===== src/rtl/keypad_matrix_scanner.sv =====
`default_nettype none
// ============================================================================
//  Module   : keypad_matrix_scanner
//  Brief    : 4x4 matrix keypad scanner with press/release debounce and
//             one-hot key code output. Optional KEY_STROBE_EN adds key_valid.
//  Revision : 1.0 - initial release
// ============================================================================
module keypad_matrix_scanner #(
    parameter int SCAN_DIV     = 50000,
    parameter int DEBOUNCE_CNT = 1000000
) (
    input  logic        clk,
    input  logic        RSTn,
    input  logic [3:0]  row_in,
    output logic [3:0]  col_out,
    output logic [15:0] onehot,
    output logic        key_down
`ifdef KEY_STROBE_EN
    ,
    output logic        key_valid
`endif
);

    localparam int c_SLOT_W = (SCAN_DIV > 1) ? $clog2(SCAN_DIV) : 1;
    localparam int c_DEB_W  = (DEBOUNCE_CNT > 1) ? $clog2(DEBOUNCE_CNT) : 1;
    localparam logic [c_SLOT_W-1:0] c_SLOT_LAST = c_SLOT_W'(SCAN_DIV - 1);
    localparam logic [c_DEB_W-1:0]  c_DEB_LAST  = c_DEB_W'(DEBOUNCE_CNT - 1);

    typedef enum logic [1:0] {
        ST_SCAN    = 2'd0,
        ST_CONFIRM = 2'd1,
        ST_HOLD    = 2'd2
    } state_t;

    state_t              r_state, w_state_nxt;
    logic [1:0]          r_col, w_col_nxt;
    logic [1:0]          r_row, w_row_nxt;
    logic [3:0]          r_pat, w_pat_nxt;
    logic [c_SLOT_W-1:0] r_slot, w_slot_nxt;
    logic [c_DEB_W-1:0]  r_deb, w_deb_nxt;
    logic [15:0]         r_onehot, w_onehot_nxt;
    logic                r_key_down, w_key_down_nxt;
    logic [3:0]          r_sync1, r_rs;

    logic                w_one_low;
    logic [1:0]          w_low_row;

    always_ff @(posedge clk or negedge RSTn) begin
        if (!RSTn) begin
            r_sync1 <= 4'hF;
            r_rs    <= 4'hF;
        end else begin
            r_sync1 <= row_in;
            r_rs    <= r_sync1;
        end
    end

    // A press is only considered when exactly one row reads low.
    always_comb begin
        w_one_low = 1'b1;
        w_low_row = 2'd0;
        case (r_rs)
            4'b1110: w_low_row = 2'd0;
            4'b1101: w_low_row = 2'd1;
            4'b1011: w_low_row = 2'd2;
            4'b0111: w_low_row = 2'd3;
            default: w_one_low = 1'b0;
        endcase
    end

    always_ff @(posedge clk or negedge RSTn) begin
        if (!RSTn) begin
            r_state    <= ST_SCAN;
            r_col      <= 2'd0;
            r_row      <= 2'd0;
            r_pat      <= 4'hF;
            r_slot     <= '0;
            r_deb      <= '0;
            r_onehot   <= 16'h0000;
            r_key_down <= 1'b0;
        end else begin
            r_state    <= w_state_nxt;
            r_col      <= w_col_nxt;
            r_row      <= w_row_nxt;
            r_pat      <= w_pat_nxt;
            r_slot     <= w_slot_nxt;
            r_deb      <= w_deb_nxt;
            r_onehot   <= w_onehot_nxt;
            r_key_down <= w_key_down_nxt;
        end
    end

    always_comb begin
        w_state_nxt    = r_state;
        w_col_nxt      = r_col;
        w_row_nxt      = r_row;
        w_pat_nxt      = r_pat;
        w_slot_nxt     = r_slot;
        w_deb_nxt      = r_deb;
        w_onehot_nxt   = r_onehot;
        w_key_down_nxt = r_key_down;
        unique case (r_state)
            ST_SCAN: begin
                if (r_slot == c_SLOT_LAST) begin
                    w_slot_nxt = '0;
                    if (w_one_low) begin
                        w_state_nxt = ST_CONFIRM;
                        w_row_nxt   = w_low_row;
                        w_pat_nxt   = r_rs;
                        w_deb_nxt   = '0;
                    end else begin
                        w_col_nxt = r_col + 2'd1;
                    end
                end else begin
                    w_slot_nxt = r_slot + c_SLOT_W'(1);
                end
            end
            ST_CONFIRM: begin
                if (r_rs != r_pat) begin
                    w_state_nxt = ST_SCAN;
                    w_col_nxt   = r_col + 2'd1;
                    w_slot_nxt  = '0;
                    w_deb_nxt   = '0;
                end else if (r_deb == c_DEB_LAST) begin
                    w_state_nxt    = ST_HOLD;
                    w_deb_nxt      = '0;
                    w_onehot_nxt   = 16'h0001 << {r_row, r_col};
                    w_key_down_nxt = 1'b1;
                end else begin
                    w_deb_nxt = r_deb + c_DEB_W'(1);
                end
            end
            ST_HOLD: begin
                // Only the latched row matters; other rows are ignored.
                if (r_rs[r_row]) begin
                    if (r_deb == c_DEB_LAST) begin
                        w_state_nxt    = ST_SCAN;
                        w_col_nxt      = r_col + 2'd1;
                        w_slot_nxt     = '0;
                        w_deb_nxt      = '0;
                        w_onehot_nxt   = 16'h0000;
                        w_key_down_nxt = 1'b0;
                    end else begin
                        w_deb_nxt = r_deb + c_DEB_W'(1);
                    end
                end else begin
                    w_deb_nxt = '0;
                end
            end
            default: begin
                w_state_nxt = ST_SCAN;
                w_slot_nxt  = '0;
                w_deb_nxt   = '0;
            end
        endcase
    end

`ifdef KEY_STROBE_EN
    logic r_key_valid;

    always_ff @(posedge clk or negedge RSTn) begin
        if (!RSTn) begin
            r_key_valid <= 1'b0;
        end else begin
            r_key_valid <= (r_state == ST_CONFIRM) && (w_state_nxt == ST_HOLD);
        end
    end

    assign key_valid = r_key_valid;
`endif

    assign col_out  = ~(4'b0001 << r_col);
    assign onehot   = r_onehot;
    assign key_down = r_key_down;

endmodule
`default_nettype wire


===== config.mk =====
export PLATFORM = sky130hd
export DESIGN_NAME = keypad_matrix_scanner
export DESIGN_NICKNAME = d
export VERILOG_FILES = /design/src/rtl/keypad_matrix_scanner.sv
export SDC_FILE = /design/constraint.sdc
export NUM_CORES = 1
export LEC_CHECK = 0
export CAP_MARGIN = 20
export CORE_MARGIN = 8
export CORE_UTILIZATION = 40
export DETAILED_ROUTE_END_ITERATION = 8
export MAX_ROUTING_LAYER = met4
export PLACE_DENSITY = 0.6
export SLEW_MARGIN = 20
export SYNTH_ARGS = -nofsm -noshare
export SYNTH_HDL_FRONTEND = slang
export SYNTH_SLANG_ARGS = --single-unit

===== constraint.sdc =====
create_clock -name clk -period 6.1 [get_ports clk]
set_input_delay 0.915 -clock clk [delete_from_list [all_inputs] [get_ports clk]]
set_output_delay 0.915 -clock clk [all_outputs]
set_load 0.02 [all_outputs]

==> impl_metrics.env <==
export IMPL_drt_iter0_markers=209
export IMPL_cts_max_level=3
export IMPL_fillers=937
export IMPL_rsz0062_at_grt="false"
export IMPL_grt_busiest_layer="met2"
export IMPL_routedWlPerCell_um=16.3
export IMPL_die_area_um2=13300
export IMPL_holdBufCountCts=0
export IMPL_clock_skew_ns=0.00916
export IMPL_core_area_um2=9680
export IMPL_yosys_top_cells_area="dfrtp_1 (37%), dfstp_2 (8.0%), nand4_1 (4.4%)"
export IMPL_async_flop_share_pct=100
export IMPL_fin_crit_sh_pct=44.8
export IMPL_clk_root_buffer_cell="clkbuf_8"
export IMPL_grt_met1_usage_pct=18.7
export IMPL_num_vias=3186
export IMPL_grt_max_degree=72
export IMPL_status="complete, no violations"
export IMPL_wl_mm=8.96
export IMPL_hold_violations=0
export IMPL_cts_tree="done"
export IMPL_drt_first_pass_iters=5
export IMPL_place_gp_congestion=0.832
export IMPL_slew_headroom_pct=37.0
export IMPL_synth_seq_cells=71
export IMPL_cts_resized=0
export IMPL_place_hpwl_mm=6.12
export IMPL_r2r_slack_ns=3.55
export IMPL_syn_nets=406
export IMPL_drv_cap=0
export IMPL_viasPerCell=5.80
export IMPL_floorplan_initialDensity_pct=40.8
export IMPL_numClockSinks=71
export IMPL_final_cell_area_um2=4510
export IMPL_setup_violations=0
export IMPL_drive_gt1_share_pct=19.7
export IMPL_synthesis_area_um2=3950
export IMPL_worstReg2RegStart="r_state[0]"
export IMPL_setup_worst_path_end_class="output pin"
export IMPL_grt_use_met3_pct=3.75
export IMPL_seq_area_frac_synth_pct=45.3
export IMPL_stdcell_count=549
export IMPL_track_usage_pct=14.5
export IMPL_slew_viol_final=0
export IMPL_die_h_um=115
export IMPL_grt_pass1_vias=3013
export IMPL_tns_ns=0
export IMPL_num_rows=36
export IMPL_route_detailed_drc=0
export IMPL_antenna_cells=0
export IMPL_cts_post_setup_buffers_inserted=0
export IMPL_area_growth_pct=14.1
export IMPL_hp_class="flop to flop"
export IMPL_power_total_uw=881
export IMPL_min_delay_start="r_sync1[1]"
export IMPL_yosysTopAreaCellShare_pct=37.3
export IMPL_synth_most_common_cell="dfrtp_1"
export IMPL_ant_nets=0
export IMPL_yosysUniqueCellTypes=59
export IMPL_grt_pass1_wl_mm=15.0
export IMPL_yosysWarnings=0
export IMPL_synth_edf_count=0
export IMPL_synth_common_cells="dfrtp_1 (59), nand2_1 (35), nand4_1 (28), o31ai_1 (20), inv_1 (18)"
export IMPL_clk_latency_ns=0.36
export IMPL_synth_top_area_cell="dfrtp_1"
export IMPL_reg2reg_depth=6
export IMPL_port_buffers=26
export IMPL_dp_slack_ns=3.33
export IMPL_cp_data_required_time_ns=5.18
export IMPL_finalCriticalPeriod_ns=2.73
export IMPL_r2r_end="r_col[1]"
export IMPL_vdd_ir_drop_max_v=0.000112
export IMPL_nets=427
export IMPL_setup_worst_path_class="flop to output pin"
export IMPL_cp_arrival_ns=1.82
export IMPL_min_path_cells=0
export IMPL_synth_cells=390
export IMPL_synthFlopType="dfrtp_1"
export IMPL_layout_setup_ws_ns=3.37
export IMPL_powerDensity_nw_per_um2=195
export IMPL_antenna_found_initial=0
export IMPL_start_kind="flop"
export IMPL_tightest_slew_ns=0.938
export IMPL_max_freq_mhz=366
export IMPL_cts_inserted_buffers=9
export IMPL_min_to="r_rs[1]"
export IMPL_place_inst=533
export IMPL_placed_area_um2=4300
export IMPL_cts_buffer_depth=2
export IMPL_ios=27
export IMPL_cts_clk_slew_worst_paths_ns=0.08
export IMPL_p_leak_nw=1.83
export IMPL_grt_use_met2_pct=22.4
export IMPL_grt_overflow=0
export IMPL_die_x_um=115
export IMPL_avgSynthCellArea_um2=10.1
export IMPL_crit_path_max_fanout=5
-- area by class of cell --
type	count	area (um2)	area share (%)
inverters	18	67.6	1.50
repair buffers	30	285	6.32
clock buffers	11	174	3.85
multi-input cells	281	1990	44.1
flip-flops and latches	71	1790	39.7
clock inverters	5	35.0	0.776
well taps	133	166	3.69
-- cell families after synthesis --
logic type	share of synthesized area, %
AOI/OAI and AO/OA	21.4
xor gates and xnor gates	1.55
adders and majority gates	3.16
buffers and inverters	4.40
DFF	45.3
muxes	2.28
and+or+nand+nor	21.9
-- worst max-delay path: stages, from the launching register on --
cell	delay, ns
dfrtp_1	0.42
inv_1	0.08
ha_1	0.29
inv_1	0.08
clkdlybuf4s50_1	0.60
-- metrics by stage --
step / util (%) / hold slack (ns)
after floorplan: - / 0.345
after global placement: 44.4 / 0.347
after detailed placement: 44.4 / 0.349
after CTS: 46.6 / 0.361
after global routing: 46.6 / 0.363
final: 46.6 / 0.358
-- layout by cell type, fill, tap and decap left out, types with 5 or more instances in the layout --
| cell | instances |
|---|---|
| nand2_1 | 35 |
| o21ai_0 | 14 |
| a22o_1 | 5 |
| a31oi_1 | 9 |
| o31ai_2 | 6 |
| and3_1 | 6 |
| nand3_1 | 15 |
| a21oi_1 | 10 |
| dfstp_2 | 12 |
| clkbuf_8 | 9 |
| ha_1 | 10 |
| nand4_1 | 28 |
| inv_1 | 18 |
| or3_1 | 5 |
| dfrtp_1 | 59 |
| o22ai_1 | 6 |
| nor3_1 | 7 |
| xnor2_1 | 6 |
| clkdlybuf4s50_1 | 25 |
| a21bo_2 | 16 |
| nor2_1 | 14 |
| o31ai_1 | 20 |
| mux2_2 | 5 |
-- metal layers --
layer / wire (um) / vias up
li1: - / 1530
met1: 4180 / 1565
met2: 4180 / 81
met3: 508 / 10
met4: 88 / 0
met5: 0 / -
-- registers in the layout (all words and copies together), names as in the netlist --
| name | count |
|---|---|
| r_state | 2 |
| r_slot | 16 |
| r_rs | 4 |
| r_sync1 | 4 |
| r_row | 2 |
| key_down | 1 |
| r_deb | 20 |
| r_col | 2 |
| onehot | 16 |
| r_pat | 4 |
-- power breakdown --
group,switching [mW],internal [mW],total [mW]
Combinational,0.0124,0.00614,0.0186
Clock,0.186,0.198,0.384
Sequential,0.00310,0.475,0.479
-- worst max-delay path by stage --
| stage | startpoint | to | slack (ns) | cells after the start |
|---|---|---|---|---|
| after floorplan | r_rs[3] | r_slot[11] | 4.01 | 8 |
| after global placement | r_deb[0] | r_deb[18] | 3.44 | 5 |
| after detailed placement | r_deb[0] | r_deb[18] | 3.33 | 5 |
| after CTS | r_deb[0] | r_deb[18] | 3.31 | 5 |
| after global routing | r_col[0] | col_out[0] | 3.27 | 4 |
| final | r_col[0] | col_out[0] | 3.37 | 4 |
(Power assumes the default switching activity.)
